===== config.mk =====
export PLATFORM = sky130hd
export DESIGN_NAME = lfsr_prng
export DESIGN_NICKNAME = d
export VERILOG_FILES = /design/src/rtl/lfsr_pkg.sv /design/src/rtl/lfsr_entropy_sync.sv /design/src/rtl/lfsr_prng.sv
export SDC_FILE = /design/constraint.sdc
export NUM_CORES = 1
export LEC_CHECK = 0
export ABC_AREA = 0
export CORE_UTILIZATION = 48
export DETAILED_ROUTE_END_ITERATION = 7
export GPL_ROUTABILITY_DRIVEN = 0
export PLACE_DENSITY = 0.85
export SYNTH_ARGS = -nofsm -noshare
export SYNTH_HDL_FRONTEND = slang
export SYNTH_SLANG_ARGS = --single-unit

===== constraint.sdc =====
create_clock -name clk -period 4 [get_ports clk]
set_input_delay 0.8 -clock clk [delete_from_list [all_inputs] [get_ports clk]]
set_output_delay 0.8 -clock clk [all_outputs]
set_load 0.02 [all_outputs]

===== src/rtl/lfsr_pkg.sv =====
// Shared types and helpers for the clocked LFSR pseudo-random generator.
// Provides the word FSM encoding, default tap masks and a one-step LFSR function.
package lfsr_pkg;

    typedef enum logic {
        FILL = 1'b0,
        HOLD = 1'b1
    } fsm_t;

    // Maximal-length Fibonacci masks (bit i set = state[i] feeds back)
    localparam logic [7:0]  TAPS_8  = 8'hB8;
    localparam logic [15:0] TAPS_16 = 16'hB400;
    localparam logic [31:0] TAPS_32 = 32'h8020_0003;
    localparam logic [62:0] TAPS_63 = 63'h6000_0000_0000_0000;
    localparam logic [63:0] TAPS_64 = 64'hD800_0000_0000_0000;

    // Tap mask for a given width; widths without a table entry fall back
    // to x^n + x^(n-1) + 1, which keeps the top bit in the feedback.
    function automatic logic [63:0] default_taps(input int unsigned n);
        logic [63:0] t;
        unique case (n)
            8:       t = 64'(TAPS_8);
            16:      t = 64'(TAPS_16);
            32:      t = 64'(TAPS_32);
            63:      t = 64'(TAPS_63);
            64:      t = TAPS_64;
            default: t = (64'd3 << (n - 2));
        endcase
        return t;
    endfunction

    // One Fibonacci shift of an n-bit register held in the low bits.
    function automatic logic [63:0] lfsr_next(
        input logic [63:0] state,
        input logic [63:0] taps,
        input int unsigned n
    );
        logic [63:0] mask;
        logic        fb;
        mask = (n >= 64) ? {64{1'b1}} : ((64'd1 << n) - 64'd1);
        fb   = ^(state & taps & mask);
        return ((state << 1) | 64'(fb)) & mask;
    endfunction

endpackage


===== src/rtl/lfsr_entropy_sync.sv =====
// Two-flop synchroniser bringing the asynchronous noise bit into clk.
// Ports: clk, reset_n (async, active low), din (any domain), dout (synchronised).
module lfsr_entropy_sync (
    input  logic clk,
    input  logic reset_n,
    input  logic din,
    output logic dout
);

    logic [1:0] sync_q;

    always_ff @(posedge clk or negedge reset_n) begin
        if (!reset_n) begin
            sync_q <= 2'b00;
        end else begin
            sync_q <= {sync_q[0], din};
        end
    end

    assign dout = sync_q[1];

endmodule


===== src/rtl/lfsr_prng.sv =====
// Clocked Fibonacci LFSR generator: seed load, entropy mixing, lockup recovery,
// valid/ready word output. Ports: clk, reset_n, seed_load, seed, mix_en,
// entropy_in, rnd_valid, rnd_ready, rnd, state_o, lockup_recovered.
module lfsr_prng
    import lfsr_pkg::*;
#(
    parameter int unsigned  N            = 63,
    parameter logic [N-1:0] TAPS         = N'(default_taps(N)),
    parameter int unsigned  OUT_W        = 16,
    parameter int unsigned  ADVANCE      = OUT_W,
    parameter logic [N-1:0] SEED_DEFAULT = N'(1)
) (
    input  logic             clk,
    input  logic             reset_n,
    input  logic             seed_load,
    input  logic [N-1:0]     seed,
    input  logic             mix_en,
    input  logic             entropy_in,
    output logic             rnd_valid,
    input  logic             rnd_ready,
    output logic [OUT_W-1:0] rnd,
    output logic [N-1:0]     state_o,
    output logic             lockup_recovered
);

    localparam int unsigned   CW       = $clog2(ADVANCE + 1);
    localparam logic [CW-1:0] CNT_LAST = CW'(ADVANCE - 1);

    fsm_t             fsm_q;
    fsm_t             fsm_d;
    logic [N-1:0]     state_q;
    logic [N-1:0]     state_d;
    logic [N-1:0]     shifted;
    logic [CW-1:0]    cnt_q;
    logic [CW-1:0]    cnt_d;
    logic [OUT_W-1:0] rnd_q;
    logic [OUT_W-1:0] rnd_d;
    logic             lock_q;
    logic             lock_d;
    logic             ent_s;
    logic             mix_bit;
    logic             fill_last;
    logic             shift_zero;
    logic             seed_zero;

    lfsr_entropy_sync u_ent_sync (
        .clk     (clk),
        .reset_n (reset_n),
        .din     (entropy_in),
        .dout    (ent_s)
    );

    // Entropy enters at bit 0, i.e. it is XORed into the feedback bit.
    assign mix_bit    = mix_en & ent_s;
    assign shifted    = N'(lfsr_next(64'(state_q), 64'(TAPS), N))
                        ^ N'(mix_bit);
    assign shift_zero = (shifted == '0);
    assign seed_zero  = (seed == '0);
    assign fill_last  = (cnt_q == CNT_LAST);

    // FSM: state register
    always_ff @(posedge clk or negedge reset_n) begin
        if (!reset_n) begin
            fsm_q <= FILL;
        end else begin
            fsm_q <= fsm_d;
        end
    end

    // FSM: next state; a seed load restarts word assembly from any state
    always_comb begin
        fsm_d = fsm_q;
        if (seed_load) begin
            fsm_d = FILL;
        end else begin
            unique case (fsm_q)
                FILL:    if (fill_last) fsm_d = HOLD;
                HOLD:    if (rnd_ready) fsm_d = FILL;
                default: fsm_d = FILL;
            endcase
        end
    end

    // FSM: outputs
    always_comb begin
        rnd_valid = (fsm_q == HOLD);
    end

    // Datapath next values: LFSR, word counter, word register, lockup flag
    always_comb begin
        state_d = state_q;
        cnt_d   = cnt_q;
        rnd_d   = rnd_q;
        lock_d  = 1'b0;
        if (seed_load) begin
            cnt_d = '0;
            if (seed_zero) begin
                state_d = SEED_DEFAULT;
                lock_d  = 1'b1;
            end else begin
                state_d = seed;
            end
        end else if (fsm_q == FILL) begin
            // An all-zero state would never leave zero without entropy
            if (shift_zero) begin
                state_d = SEED_DEFAULT;
                lock_d  = 1'b1;
            end else begin
                state_d = shifted;
            end
            if (fill_last) begin
                cnt_d = '0;
                rnd_d = state_d[OUT_W-1:0];
            end else begin
                cnt_d = cnt_q + CW'(1);
            end
        end
    end

    always_ff @(posedge clk or negedge reset_n) begin
        if (!reset_n) begin
            state_q <= SEED_DEFAULT;
            cnt_q   <= '0;
            rnd_q   <= '0;
            lock_q  <= 1'b0;
        end else begin
            state_q <= state_d;
            cnt_q   <= cnt_d;
            rnd_q   <= rnd_d;
            lock_q  <= lock_d;
        end
    end

    assign rnd              = rnd_q;
    assign state_o          = state_q;
    assign lockup_recovered = lock_q;

endmodule


==> results.yml, run 1 <==
timing:
  fmax_mhz: 400
  max_slew_margin_pct: 24.6
  tightest_slew_ns: 1.12
  setup_viol: 0
  rsz0062_at_grt: "false"
  fin_skew_ns: 0.00768
  fin_crit_sh_pct: 62.5
  drv_slew: 0
  whs_ns: 0.371
  hold_violations: 0
  finalCriticalPeriod_ns: 2.50
  setup_tns_ns: 0
finish:
  nets: 598
  syn_to_final_growth_pct: 42.9
  fin_util_pct: 71.6
  antenna_cells: 0
  drive_gt1_share_pct: 8.44
  layoutNonFillerInstCount: 638
synth:
  synth_area_per_cell_um2: 10.7
  synth_nets: 459
  synth.distinct_cells: 34
  synthFlopType: "dfrtp_1"
  muxShareOfSynthArea_pct: 19.3
  synthXorXnorAreaFrac_pct: 0.632
  syn_inst: 389
  synth_compound_area_share_pct: 9.39
  ys_ff_latch: 88
  synthArstFlopShare_pct: 100
  synth_fa_ha_area_share_pct: 0.301
  yosysWarnings: 0
  synth_top_family_by_area: "multiplexers"
  synthSimpleGateAreaFrac_pct: 14.8
  synth_edf_count: 0
  yosysSeqAreaShare_pct: 53.0
  syn-cell-area_um2: 4160
run:
  cap_viol_max_count: 0
power:
  ir_worst_vdd_uv: 181
  switching_share_pct: 28.0
  clockPowerShare_pct: 33.8
  seqPwrFrac_pct: 47.2
  p_int_mw: 1.58
  cellLeakagePower_nw: 2.31
  combPwrFrac_pct: 19.1
  p_switching_mw: 0.614
  p_per_area_nw_per_um2: 369
  report.power.total_mw: 2.19
drt:
  vias_per_cell: 5.67
  drt_iter0_drc: 228
  num_vias: 3615
  remaining_drc_errors: 0
  detail_route.wl_per_cell_um: 18.7
  dr.pass1.iters: 4
  totalWireLength_um: 11900
  antenna_left: 0
floorplan:
  ios: 150
  dieArea_um2: 9040
  rows: 33
  fp.dieW_um: 95.1
  initial_utilization_pct: 50.1
  coreArea_um2: 8300
  fp.dieH_um: 95.1
setup_path:
  path_cells: "clkdlybuf4s50_1"
  path_buf_inv: 1
  slowest_delay_ns: 0.68
  crit_path_max_fanout: 21
  path_delay_family: "buffers and inverters"
  cp.arrival_ns: 1.70
  cp-end-kind: "output pin"
  cp-start-kind: "flip-flop"
  required_ns: 3.20
  path_class: "flip-flop to output pin"
  reg2reg_slack_ns: 1.80
  crit_path_top_delay_cell: "clkdlybuf4s50_1"
clock_network:
  htree_levels: 3
  cts_buffers: 9
  clockBufferDepth: 2
  post_cts_resized: 0
  clk_latency_ns: 0.36
  path_clk_slew_ns: 0.09
  cts_tree: "yes"
  post_cts.repair.setup_buffers: 0
  cts.sinks: 88
  ctsHoldBuffers: 0
  cts_root_buf: "clkbuf_8"
global_routing:
  grt_antenna_before_repair: 0
  grt_overflow: 0
  grt_use_total_pct: 27.3
  grt_pass1_vias: 3608
  grt_pass1_wl_um: 18400
  grt_max_degree: 111
min_path:
  hold_path.class: "flip-flop to flip-flop"
status:
  outcome: "complete, no violations"
placement:
  dp_cells: 622
  place_hpwl_um: 8500
  port_buffers: 149
==> cell usage after synthesis (all sizes together), types with 2 or more instances <==
cell	count	share of area, %
nand4	8	1.2
nor4	31	5.3
or4	2	0.45
xnor2	2	0.42
nor2b	4	0.60
nor2	5	0.45
nand2	65	5.9
dfrtp	87	52
clkbuf	12	1.1
mux2	17	4.6
o21ai	66	7.9
mux2i	61	15
buf	12	1.4
==> sequential cells by signal, indices dropped and copies added, names as in the netlist <==
register and count:
rnd_valid 1, lockup_recovered 1, rnd 16, state_o 63
u_ent_sync.sync_q 2, cnt_q 5
==> per-layer routing <==
layer,track usage [%],share of wire (%)
met1,35.0,41
met5,0,0
met3,5.82,6.7
met2,44.5,49
met4,12.1,2.5
==> cell type report <==
cell class | count | area (um2)
inverter | 1 | 3.75
fill | 631 | 2360
clock buffer | 9 | 124
clock inverter | 7 | 120
sequential | 88 | 2210
timing repair buffer | 152 | 1510
multi-input combinational | 276 | 1850
tap | 105 | 131
==> path summary, 6_finish.rpt <==
kind / start / end / depth (start not counted)
worst max-delay path: rnd_valid / rnd_valid / 1
worst min-delay path: u_ent_sync.sync_q[0] / u_ent_sync.sync_q[1] / 0
worst max register to register: rnd_valid / cnt_q[3] / 5
worst min register to register: u_ent_sync.sync_q[0] / u_ent_sync.sync_q[1] / 0
max in group asynchronous: reset_n / state_o[62] / 2
min in group asynchronous: reset_n / state_o[48] / 1
==> cell usage in the layout, fill, tap and decap left out, drive strengths merged, types with 2 or more instances in the layout <==
cell type / count
clkdlybuf4s50: 147
o21ai: 66
nand4: 8
nand2: 65
nor4: 31
nor2b: 4
clkbuf: 9
mux2: 17
nor2: 5
xnor2: 2
or4: 2
bufinv: 3
buf: 5
mux2i: 61
clkinv: 3
dfrtp: 87
==> through the flow <==
| stage | setup slack [ns] | instance area, um2 |
|---|---|---|
| floorplan | 1.85 | 4160 |
| global placement | 1.42 | 5700 |
| detailed placement | 1.38 | 5700 |
| CTS | 1.49 | 5940 |
| global route | 1.45 | 5940 |
| finish | 1.50 | 5940 |
==> power groups by stage <==
stage	Sequential, mW	Combinational [mW]	Clock (mW)
2_1_floorplan	1.10	0.101	0
3_3_place_gp	1.05	0.409	0
3_5_place_dp	1.05	0.418	0
4_1_cts	1.03	0.421	0.752
5_1_grt	1.05	0.449	0.790
6_report	1.03	0.418	0.740
==> cells by family (layout without fill, tap and decap cells) <==
kind of cell | after synthesis | after routing
and+or+nand+nor | 121 | 121
DFF | 88 | 88
muxes | 78 | 78
AOI/OAI and AO/OA | 73 | 73
buffers and inverters | 25 | 169
xor gates and xnor gates | 3 | 3
adders and majority gates | 1 | 1
No activity file was read; power rests on OpenSTA's default activity.
==> inputs of run 2 (changes only) <==
- CORE_UTILIZATION: 48 -> 41
- PLACE_DENSITY: 0.85 -> 0.77
- clock period: 4 -> 2.1 ns (I/O delays scaled with it)
==> run 2 against run 1 <==
Effect of this change: the run now ends with negative hold slack left; worst setup slack got worse by 1.4 ns; largest cell class unchanged; final cell count up 7.8%; combinational power is 100% higher; via count up 1.5%; non-clock buffer count rose by 23; first-iteration DRC count is 32% lower; sequential share of layout area is 1.1 points lower; critical endpoint is now state_o[0]; global-route usage shrank 3.6 points; die area grew 17%; hold slack worse by 0.38 ns; clock skew is 0.0039 ns higher; utilization down 9.2 points.
==> results.yml, run 2 (synthesized netlist as in run 1, its figures left out) <==
status:
  outcome: "finished with violations"
  violations: "negative hold slack"
global_routing:
  grt_pass1_vias: 3598
  grt_use_total_pct: 23.7
  grt_max_degree: 57
  grt_antenna_before_repair: 0
  grt_pass1_wl_um: 18800
  grt_overflow: 0
floorplan:
  rows: 36
  fp.dieW_um: 103
  dieArea_um2: 10500
  ios: 150
  fp.dieH_um: 103
  initial_utilization_pct: 42.3
  coreArea_um2: 9820
run:
  cap_viol_max_count: 0
min_path:
  hold_path.class: "primary input to async pin"
drt:
  remaining_drc_errors: 0
  totalWireLength_um: 12200
  detail_route.wl_per_cell_um: 17.7
  drt_iter0_drc: 156
  num_vias: 3671
  dr.pass1.iters: 4
  vias_per_cell: 5.34
  antenna_left: 0
setup_path:
  required_ns: 1.68
  path_delay_family: "buffers and inverters"
  path_class: "flip-flop to output pin"
  cp-end-kind: "output pin"
  path_cells: "clkdlybuf4s50_1"
  slowest_delay_ns: 0.64
  crit_path_max_fanout: 5
  crit_path_top_delay_cell: "clkdlybuf4s50_1"
  path_buf_inv: 1
  cp-start-kind: "flip-flop"
  cp.arrival_ns: 1.60
timing:
  fin_crit_sh_pct: 96.4
  setup_viol: 0
  fin_skew_ns: 0.0116
  rsz0062_at_grt: "false"
  tightest_slew_ns: 0.656
  hold_violations: 1
  finalCriticalPeriod_ns: 2.02
  fmax_mhz: 494
  drv_slew: 0
  max_slew_margin_pct: 56.3
  whs_ns: -0.00813
clock_network:
  cts.sinks: 88
  cts_tree: "yes"
  cts_buffers: 9
  clk_latency_ns: 0.35
  path_clk_slew_ns: 0.09
  post_cts.repair.setup_buffers: 0
  htree_levels: 3
  clockBufferDepth: 2
  cts_root_buf: "clkbuf_8"
placement:
  dp_cells: 673
  placed_area_um2: 5920
  place_hpwl_um: 8980
  port_buffers: 149
finish:
  drive_gt1_share_pct: 12.4
  nets: 621
  largest_register_ffs: 63
  antenna_cells: 0
  syn_to_final_growth_pct: 47.4
  final_cell_mix: "clkdlybuf4s50_1, dfrtp_1, o21ai_0"
  final_common_cell: "clkdlybuf4s50_1"
  layoutNonFillerInstCount: 688
  final_cell_area_um2: 6130
  fin_util_pct: 62.4
power:
  p_per_area_nw_per_um2: 651
  combPwrFrac_pct: 21.2
  p_int_mw: 2.82
  seqPwrFrac_pct: 49.2
  clockPowerShare_pct: 29.6
  ir_worst_vdd_uv: 383
  cellLeakagePower_nw: 2.40
  switching_share_pct: 29.2
  p_switching_mw: 1.17
==> run 2: cell types whose count changed in the layout (fill, tap and decap cells not counted), sizes merged <==
cell	change
buf	+23
bufinv	-2
clkbuf	+1
clkinv	-2
clkinvlp	+2
==> run 2: power by group through the flow <==
stage | Combinational, mW | Clock, mW | Sequential (mW)
after floorplan | 0.192 | 0 | 2.10
final | 0.847 | 1.18 | 1.96
after detailed placement | 0.847 | 0 | 1.99
after CTS | 0.852 | 1.19 | 1.96
after global placement | 0.832 | 0 | 1.98
after global routing | 0.912 | 1.26 | 1.98
==> run 2: area by class of cell <==
| type | instances | area, um2 |
|---|---|---|
| clock buffer | 10 | 138 |
| tap | 133 | 166 |
| timing repair buffer | 175 | 1690 |
| multi-input combinational | 276 | 1860 |
| fill | 845 | 3690 |
| sequential | 88 | 2210 |
| clock inverter | 5 | 57.6 |
| inverter | 1 | 3.75 |
==> run 2: path summary, 6_finish.rpt <==
kind                                 startpoint                   end  slack, ns  cells past startpoint
max                                  state_o[0]            state_o[0]       0.08                      1
max reg2reg                         state_o[20]      lockup_recovered       0.12                      4
min reg2reg                u_ent_sync.sync_q[0]  u_ent_sync.sync_q[1]       0.36                      0
max in group asynchronous               reset_n           state_o[54]       1.46                      2
min in group clk           u_ent_sync.sync_q[0]  u_ent_sync.sync_q[1]       0.36                      0
min                                     reset_n           state_o[56]     -0.008                      1
==> run 2: what timing repair did <==
item	in CTS	in global routing
resized for setup	0	2
endpoints found under the setup margin	0	1
hold buffers	0	0
==> run 2: metal layers <==
metal | vias up | routed length (um) | global-route usage (%) | share of wire (%)
met2 | 114 | 6120 | 39.4 | 50
met5 | - | 0 | 0 | 0
li1 | 1731 | - | - | -
met4 | 0 | 135 | 6.70 | 1.1
met1 | 1816 | 5300 | 31.9 | 44
met3 | 10 | 621 | 4.27 | 5.1
==> run 2: through the flow <==
stage / worst slack [ns] / hold slack [ns] / setup TNS [ns] / total power, mW
6_report: 0.0759 / -0.00813 / 0 / 3.99
2_1_floorplan: 0.316 / 0.124 / 0 / 2.29
5_1_grt: 0.0412 / 0.0165 / 0 / 4.15
3_3_place_gp: -0.204 / 0.334 / -0.397 / 2.82
4_1_cts: 0.0755 / 0.0101 / 0 / 4.00
3_5_place_dp: -0.224 / 0.337 / -0.432 / 2.84
